--- src/rtl/uart_pkg.sv ---
// ----------------------------------------------------------------------------
// uart_pkg
//
// Shared constants for the UART receive path.
//
// Contents:
//   UART_DBITS          - data bits per character
//   UART_SAMPLE         - oversample ticks per bit
//   UART_FRAME_BITS     - bits per frame (start + data + stop)
//   calc_timeout_ticks  - derives the character-timeout length in ticks
//   UART_TIMEOUT_TICKS  - default timeout: four idle frames
// ----------------------------------------------------------------------------
package uart_pkg;

  localparam int UART_DBITS      = 8;
  localparam int UART_SAMPLE     = 16;
  localparam int UART_FRAME_BITS = 10;

  // A partial burst is reported after four frame-times with no FIFO activity.
  // The result is measured in oversample ticks.
  function automatic int calc_timeout_ticks(input int frame_bits,
                                            input int sample);
    return 4 * frame_bits * sample;
  endfunction

  localparam int UART_TIMEOUT_TICKS = calc_timeout_ticks(UART_FRAME_BITS,
                                                         UART_SAMPLE);

endpackage : uart_pkg

--- src/rtl/uart_fifo_mem.sv ---
// ----------------------------------------------------------------------------
// uart_fifo_mem
//
// DEPTH x DBITS register array. Writes are synchronous. Reads are
// asynchronous, so the addressed word appears in the same cycle. The array
// has no reset: the owner qualifies every read with its own valid state.
//
// Ports:
//   clk    in   clock; the array is written on its rising edge
//   we     in   write enable
//   waddr  in   write address
//   wdata  in   write data
//   raddr  in   read address
//   rdata  out  mem[raddr], combinational
// ----------------------------------------------------------------------------
module uart_fifo_mem #(
  parameter int DBITS = 8,
  parameter int DEPTH = 16,
  parameter int AW    = $clog2(DEPTH)
) (
  input  logic             clk,
  input  logic             we,
  input  logic [AW-1:0]    waddr,
  input  logic [DBITS-1:0] wdata,
  input  logic [AW-1:0]    raddr,
  output logic [DBITS-1:0] rdata
);

  logic [DBITS-1:0] mem_q [DEPTH];
  logic [DBITS-1:0] mem_d [DEPTH];

  always_comb begin
    mem_d = mem_q;
    if (we) begin
      mem_d[waddr] = wdata;
    end
  end

  always_ff @(posedge clk) begin
    mem_q <= mem_d;
  end

  assign rdata = mem_q[raddr];

endmodule : uart_fifo_mem

--- src/rtl/uart_rx_fifo.sv ---
// ----------------------------------------------------------------------------
// uart_rx_fifo
//
// Receive-side byte buffer behind the UART receiver. Each byte the receiver
// completes (rx_done strobe) is queued in a first-word-fall-through FIFO and
// drained through a valid/ready port. A dropped byte sets a sticky overrun
// flag.
//
// Build option:
//   UART_RX_FIFO_TIMEOUT_EN  when defined, a character-timeout counter drives
//                            rx_timeout. When undefined, rx_timeout is tied
//                            to 0 and tick is ignored.
//
// Ports:
//   clk         in   system clock, rising edge
//   rst_n       in   synchronous active-low reset
//   tick        in   oversample tick from the baud generator
//   rx_done     in   one-cycle strobe: din holds a received byte
//   din         in   received byte
//   rd_valid    out  FIFO not empty; rd_data holds the head entry
//   rd_ready    in   consumer accepts the head entry
//   rd_data     out  head entry, fall-through
//   count       out  number of stored entries
//   full        out  count == DEPTH
//   overrun     out  sticky: a byte was dropped while full
//   ovr_clr     in   clears overrun (a simultaneous drop wins)
//   rx_timeout  out  character timeout
//
// Read handshake: an entry transfers on a rising edge where rd_valid and
// rd_ready are both 1. rd_valid does not depend on rd_ready. rd_data stays
// stable while rd_valid=1 and no transfer occurs. rd_ready with rd_valid=0
// has no effect.
// ----------------------------------------------------------------------------
module uart_rx_fifo
  import uart_pkg::*;
#(
  parameter int DBITS         = UART_DBITS,
  parameter int DEPTH         = 16,
  parameter int TIMEOUT_TICKS = UART_TIMEOUT_TICKS
) (
  input  logic                       clk,
  input  logic                       rst_n,
  input  logic                       tick,
  input  logic                       rx_done,
  input  logic [DBITS-1:0]           din,
  output logic                       rd_valid,
  input  logic                       rd_ready,
  output logic [DBITS-1:0]           rd_data,
  output logic [$clog2(DEPTH+1)-1:0] count,
  output logic                       full,
  output logic                       overrun,
  input  logic                       ovr_clr,
  output logic                       rx_timeout
);

  localparam int AW = $clog2(DEPTH);
  localparam int CW = $clog2(DEPTH + 1);

  logic [AW-1:0] wptr_q, wptr_d;
  logic [AW-1:0] rptr_q, rptr_d;
  logic [CW-1:0] count_q, count_d;
  logic          overrun_q, overrun_d;

  logic pop;
  logic wr_accept;
  logic drop;
  logic mem_we;

  // Occupancy comes from the counter alone. Pointers wrap freely, so
  // comparing them could not tell full from empty.
  assign rd_valid = (count_q != '0);
  assign full     = (count_q == CW'(DEPTH));
  assign count    = count_q;
  assign overrun  = overrun_q;

  assign pop = rd_valid & rd_ready;

  // A pop in the same cycle frees the head slot, so a full FIFO can still
  // take the incoming byte.
  assign wr_accept = rx_done & (~full | pop);
  assign drop      = rx_done & full & ~pop;

  // Hold the array during reset so a strobe in that cycle leaves no trace.
  assign mem_we = wr_accept & rst_n;

  uart_fifo_mem #(
    .DBITS (DBITS),
    .DEPTH (DEPTH),
    .AW    (AW)
  ) u_mem (
    .clk   (clk),
    .we    (mem_we),
    .waddr (wptr_q),
    .wdata (din),
    .raddr (rptr_q),
    .rdata (rd_data)
  );

  // Pointers, occupancy and the overrun flag.
  always_comb begin
    wptr_d    = wptr_q;
    rptr_d    = rptr_q;
    count_d   = count_q;
    overrun_d = overrun_q;

    if (wr_accept) begin
      wptr_d = wptr_q + AW'(1);
    end
    if (pop) begin
      rptr_d = rptr_q + AW'(1);
    end

    unique case ({wr_accept, pop})
      2'b10:   count_d = count_q + CW'(1);
      2'b01:   count_d = count_q - CW'(1);
      default: count_d = count_q;
    endcase

    // A new drop takes priority over a clear in the same cycle.
    if (drop) begin
      overrun_d = 1'b1;
    end else if (ovr_clr) begin
      overrun_d = 1'b0;
    end
  end

  always_ff @(posedge clk) begin
    if (!rst_n) begin
      wptr_q    <= '0;
      rptr_q    <= '0;
      count_q   <= '0;
      overrun_q <= 1'b0;
    end else begin
      wptr_q    <= wptr_d;
      rptr_q    <= rptr_d;
      count_q   <= count_d;
      overrun_q <= overrun_d;
    end
  end

`ifdef UART_RX_FIFO_TIMEOUT_EN
  // Character timeout: count ticks while data is waiting and nothing moves.
  localparam int TW = $clog2(TIMEOUT_TICKS + 1);

  logic [TW-1:0] tmo_cnt_q, tmo_cnt_d;
  logic          rx_timeout_q, rx_timeout_d;

  always_comb begin
    tmo_cnt_d    = tmo_cnt_q;
    rx_timeout_d = rx_timeout_q;

    if (wr_accept || pop || (count_q == '0)) begin
      tmo_cnt_d = '0;
    end else if (tick && !rx_timeout_q) begin
      tmo_cnt_d = tmo_cnt_q + TW'(1);
      // The flag rises on the same edge where the counter reaches the limit.
      if (tmo_cnt_q == TW'(TIMEOUT_TICKS - 1)) begin
        rx_timeout_d = 1'b1;
      end
    end

    // Any FIFO activity means the host is engaged again.
    if (wr_accept || pop) begin
      rx_timeout_d = 1'b0;
    end
  end

  always_ff @(posedge clk) begin
    if (!rst_n) begin
      tmo_cnt_q    <= '0;
      rx_timeout_q <= 1'b0;
    end else begin
      tmo_cnt_q    <= tmo_cnt_d;
      rx_timeout_q <= rx_timeout_d;
    end
  end

  assign rx_timeout = rx_timeout_q;
`else
  // The timeout is not built. tick and TIMEOUT_TICKS remain on the interface
  // so both builds present the same ports and parameters.
  logic        unused_tick;
  logic [31:0] unused_timeout_ticks;

  assign unused_tick          = tick;
  assign unused_timeout_ticks = 32'(TIMEOUT_TICKS);
  assign rx_timeout           = 1'b0;
`endif

endmodule : uart_rx_fifo
--- config.mk ---
export PLATFORM = sky130hd
export DESIGN_NAME = uart_rx_fifo
export DESIGN_NICKNAME = d
export VERILOG_FILES = /design/src/rtl/uart_pkg.sv /design/src/rtl/uart_fifo_mem.sv /design/src/rtl/uart_rx_fifo.sv
export SDC_FILE = /design/constraint.sdc
export NUM_CORES = 1
export LEC_CHECK = 0
export BUFFER_PORTS_ARGS = -buffer_cell sky130_fd_sc_hd__buf_2
export CORE_MARGIN = 5
export CORE_UTILIZATION = 45
export DETAILED_ROUTE_END_ITERATION = 16
export PLACE_DENSITY_LB_ADDON = 0.08
export SLEW_MARGIN = 40
export SYNTH_ARGS = -nofsm -noshare
export SYNTH_HDL_FRONTEND = slang
export SYNTH_SLANG_ARGS = --single-unit
--- constraint.sdc ---
create_clock -name clk -period 3.95 [get_ports clk]
set_clock_uncertainty 0.05 [all_clocks]
set_input_delay 0 -clock clk [delete_from_list [all_inputs] [get_ports clk]]
set_output_delay 0 -clock clk [all_outputs]
set_load 0.005 [all_outputs]
==> run_results.csv <==
group,metric,value,unit
critical_path,path_cells,"or4_4 -> o31ai_4 -> ha_1 -> ha_1 -> a21o_1 -> a21oi_1 -> mux2i_1 -> mux2i_1",
cells_and_area,final_common_cell,"edfxtp_1",
grt,overflow,0,
clocking,clkTransAtPathRegs,0.06,ns
placed_design,dp.cells,530,
power,p_per_area,607,nW/µm²
synth,ys_seq_elements,142,
routing,vias_per_cell,5.30,
critical_path,path_max_fanout,8,
sta,min_period,2.98,ns
synth,ys_types,37,
floorplanning,die_area,15300,µm²
synth,synthesis.area,5820,µm²
critical_path,cp-start-kind,"register",
clocking,clock_path_buffers,2,
cells_and_area,final_cell_mix,"edfxtp_1, mux2i_1, buf_2",
routing,first_pass_iters,4,
grt,grt_max_degree,25,
synth,yosys.area_share.adder,2.28,%
grt,antenna_found_initial,0,
cells_and_area,fillCellCount,1025,
synth,synth_xor_area_share,1.20,%
critical_path,slowest_delay,0.63,ns
cells_and_area,regArea,4130,µm²
routing,top_layer,"met4",
sta,whs,0.0548,ns
floorplanning,die_h,124,µm
critical_path,endpoint_kind,"register",
cells_and_area,multi_input_area,1610,µm²
routing,first_iter_violations,234,
critical_path,worst_path_max_delay_cell,"or4_4",
sta,hold_violations,0,
floorplanning,io_pins,31,
synth,syn_area_per_cell,17.0,µm²
sta,tns,0,ns
status,status,"completed",
sta,max_freq,336,MHz
synth,synth_compound_gate_area_share,6.32,%
clocking,cts_tree,"yes",
cells_and_area,fin_cells,575,
power,ir_drop,0.312,mV
sta,finalSetupViolations,0,
cells_and_area,n_antenna_cell,0,
power,p_int,3140,µW
sta,rsz0062_at_grt,"false",
clocking,numCtsBuffers,17,
critical_path,cp_data_arrival_time,3.28,ns
job,cap_violations,0,
critical_path,worst-setup-path-type,"register to register",
synth,yosysSeqAreaShare,70.8,%
clocking,numClockSinks,142,
floorplanning,core,12700,µm²
routing,wirelength,12000,µm
clocking,clkLatencyLatePin,0.42,ns
cells_and_area,finalNetCount,414,
routing,wl_per_cell,20.9,µm
power,switching_share,25.2,%
placed_design,io_buffer_count,28,
synth,yosys.area_share.simple,4.81,%
clocking,htree_levels,4,
power,seqPwrFrac,42.5,%
routing,m1WireLength,5260,µm
routing,wl_met2,5990,µm
power,leakagePower,0.00233,µW
floorplanning,start_util,46.0,%
sta,slew_headroom,43.1,%
synth,synth_top_area_share,66.0,%
synth,synth_top_family_by_area,"multiplexers",
grt,first_global_vias,3131,
grt,grt_pass1_wl,18200,µm
sta,worst_pin_slew,0.851,ns
power,p_comb_share,18.6,%
clocking,ctsResizeCount,0,
synth,synth_warnings,0,
synth,syn_nets,367,
floorplanning,rows,41,
worst_hold_path,hp-class,"input pin to register",
synth,postSynthCellCount,343,
power,clkPwrFrac,38.9,%
synth,ys_top_cells_by_area,"edfxtp_1, mux2i_1, mux4_2",
sta,period_share,75.4,%
sta,drv_slew,0,
routing,vias,3049,
power,p_switching,1060,µW
synth,synth_mux_area_share,12.5,%
cells_and_area,drive_gt1_share,22.3,%
clocking,cts_root_buf,"clkbuf_16",
grt,grt.total_usage,17.0,%
placed_design,dp_hpwl,7630,µm
critical_path,cp.required,4.25,ns
placed_design,gp_congestion,0.761,
routing,drc,0,
routing,ant_nets,0,
floorplanning,die_w,124,µm
routing,wl_met3,508,µm
synth,yosys.area.top_type,"edfxtp_1",
cells_and_area,synthToLayoutAreaGrowth,18.7,%
[worst max-delay path, delay by kind of cell, from the launching register on]
| family | cells | cell delay [ns] |
|---|---|---|
| AOI/OAI and AO/OA | 3 | 0.76 |
| and+or+nand+nor | 1 | 0.63 |
| DFF | 1 | 0.37 |
| muxes | 2 | 0.44 |
| adders and majority gates | 2 | 0.67 |
[sequential cells by signal, indices dropped and copies added, names as in the netlist]
register and count:
overrun 1, wptr_q 4, u_mem.mem_q 128, count 5
rptr_q 4
[worst paths after layout]
kind	slack [ns]	end	start	cells past startpoint
worst max-delay path	0.97	count[4]	count[0]	8
worst min-delay path	0.05	rptr_q[0]	rd_ready	4
worst max register to register	0.97	count[4]	count[0]	8
worst min register to register	0.49	count[3]	count[3]	2
[routing by layer]
layer / vias to the layer above / GRT usage (%)
met5: - / 0
met4: 0 / 6.44
met3: 17 / 4.22
met2: 54 / 27.0
met1: 1532 / 22.6
li1: 1446 / -
[kinds of logic after synthesis]
| kind of cell | Yosys count |
|---|---|
| xor+xnor | 8 |
| simple gates | 57 |
| fa+ha+maj | 10 |
| flops | 142 |
| other cells | 1 |
| buf+inv | 25 |
| mux | 53 |
| compound gates | 47 |
[cells in the mapped netlist]
| library cell | count |
|---|---|
| edfxtp_1 | 128 |
| mux2i_1 | 37 |
| a221oi_1 | 16 |
| mux4_2 | 16 |
| nand2_1 | 16 |
| dfxtp_1 | 14 |
| nor2_1 | 14 |
| clkbuf_1 | 11 |
| o21ai_0 | 11 |
| ha_1 | 9 |
| a22oi_1 | 8 |
| and2_1 | 8 |
| buf_2 | 7 |
| xnor2_1 | 7 |
| inv_1 | 5 |
| nand2b_1 | 5 |
| nor2b_1 | 5 |
| nor3_1 | 4 |
| a21o_1 | 2 |
| a21oi_1 | 2 |
| nand3_1 | 2 |
| a21boi_0 | 1 |
| a21boi_1 | 1 |
| buf_4 | 1 |
| buf_6 | 1 |
| conb_1 | 1 |
| fa_1 | 1 |
| nand3b_1 | 1 |
| o2111ai_1 | 1 |
| o211ai_1 | 1 |
| o21ai_2 | 1 |
| o311a_1 | 1 |
| o311ai_2 | 1 |
| o31ai_4 | 1 |
| or3_1 | 1 |
| or4_4 | 1 |
| xor2_1 | 1 |
[repair_timing]
action	4_1_cts	5_1_grt
buffers inserted	0	0
hold endpoints to repair	142	0
hold buffers	13	0
[cell type report]
class,instances,area share (%)
Sequential cell,142,59.7
Multi-Input combinational cell,176,23.3
Clock buffer,19,6.26
Timing Repair Buffer,48,4.85
Tap cell,172,3.11
Clock inverter,13,2.48
Inverter,5,0.272
[power by group through the flow]
stage / sequential [µW] / combinational [µW] / clock [µW]
finish: 1780 / 783 / 1630
global route: 1790 / 864 / 1730
CTS: 1790 / 798 / 1650
detailed placement: 1810 / 783 / 0
global placement: 1870 / 704 / 0
floorplan: 1750 / 625 / 0
[per-stage QoR]
step           area, µm²  utilization (%)  worst slack [ns]  total power [µW]
2_1_floorplan       5820                -              1.18              2370
3_3_place_gp        6140             48.4              1.04              2580
3_5_place_dp        6170             48.7             0.978              2600
4_1_cts             6910             54.5             0.961              4240
5_1_grt             6910             54.5             0.839              4390
6_report            6910             54.5             0.971              4200
Note: power is estimated with default switching activity, not from simulation.
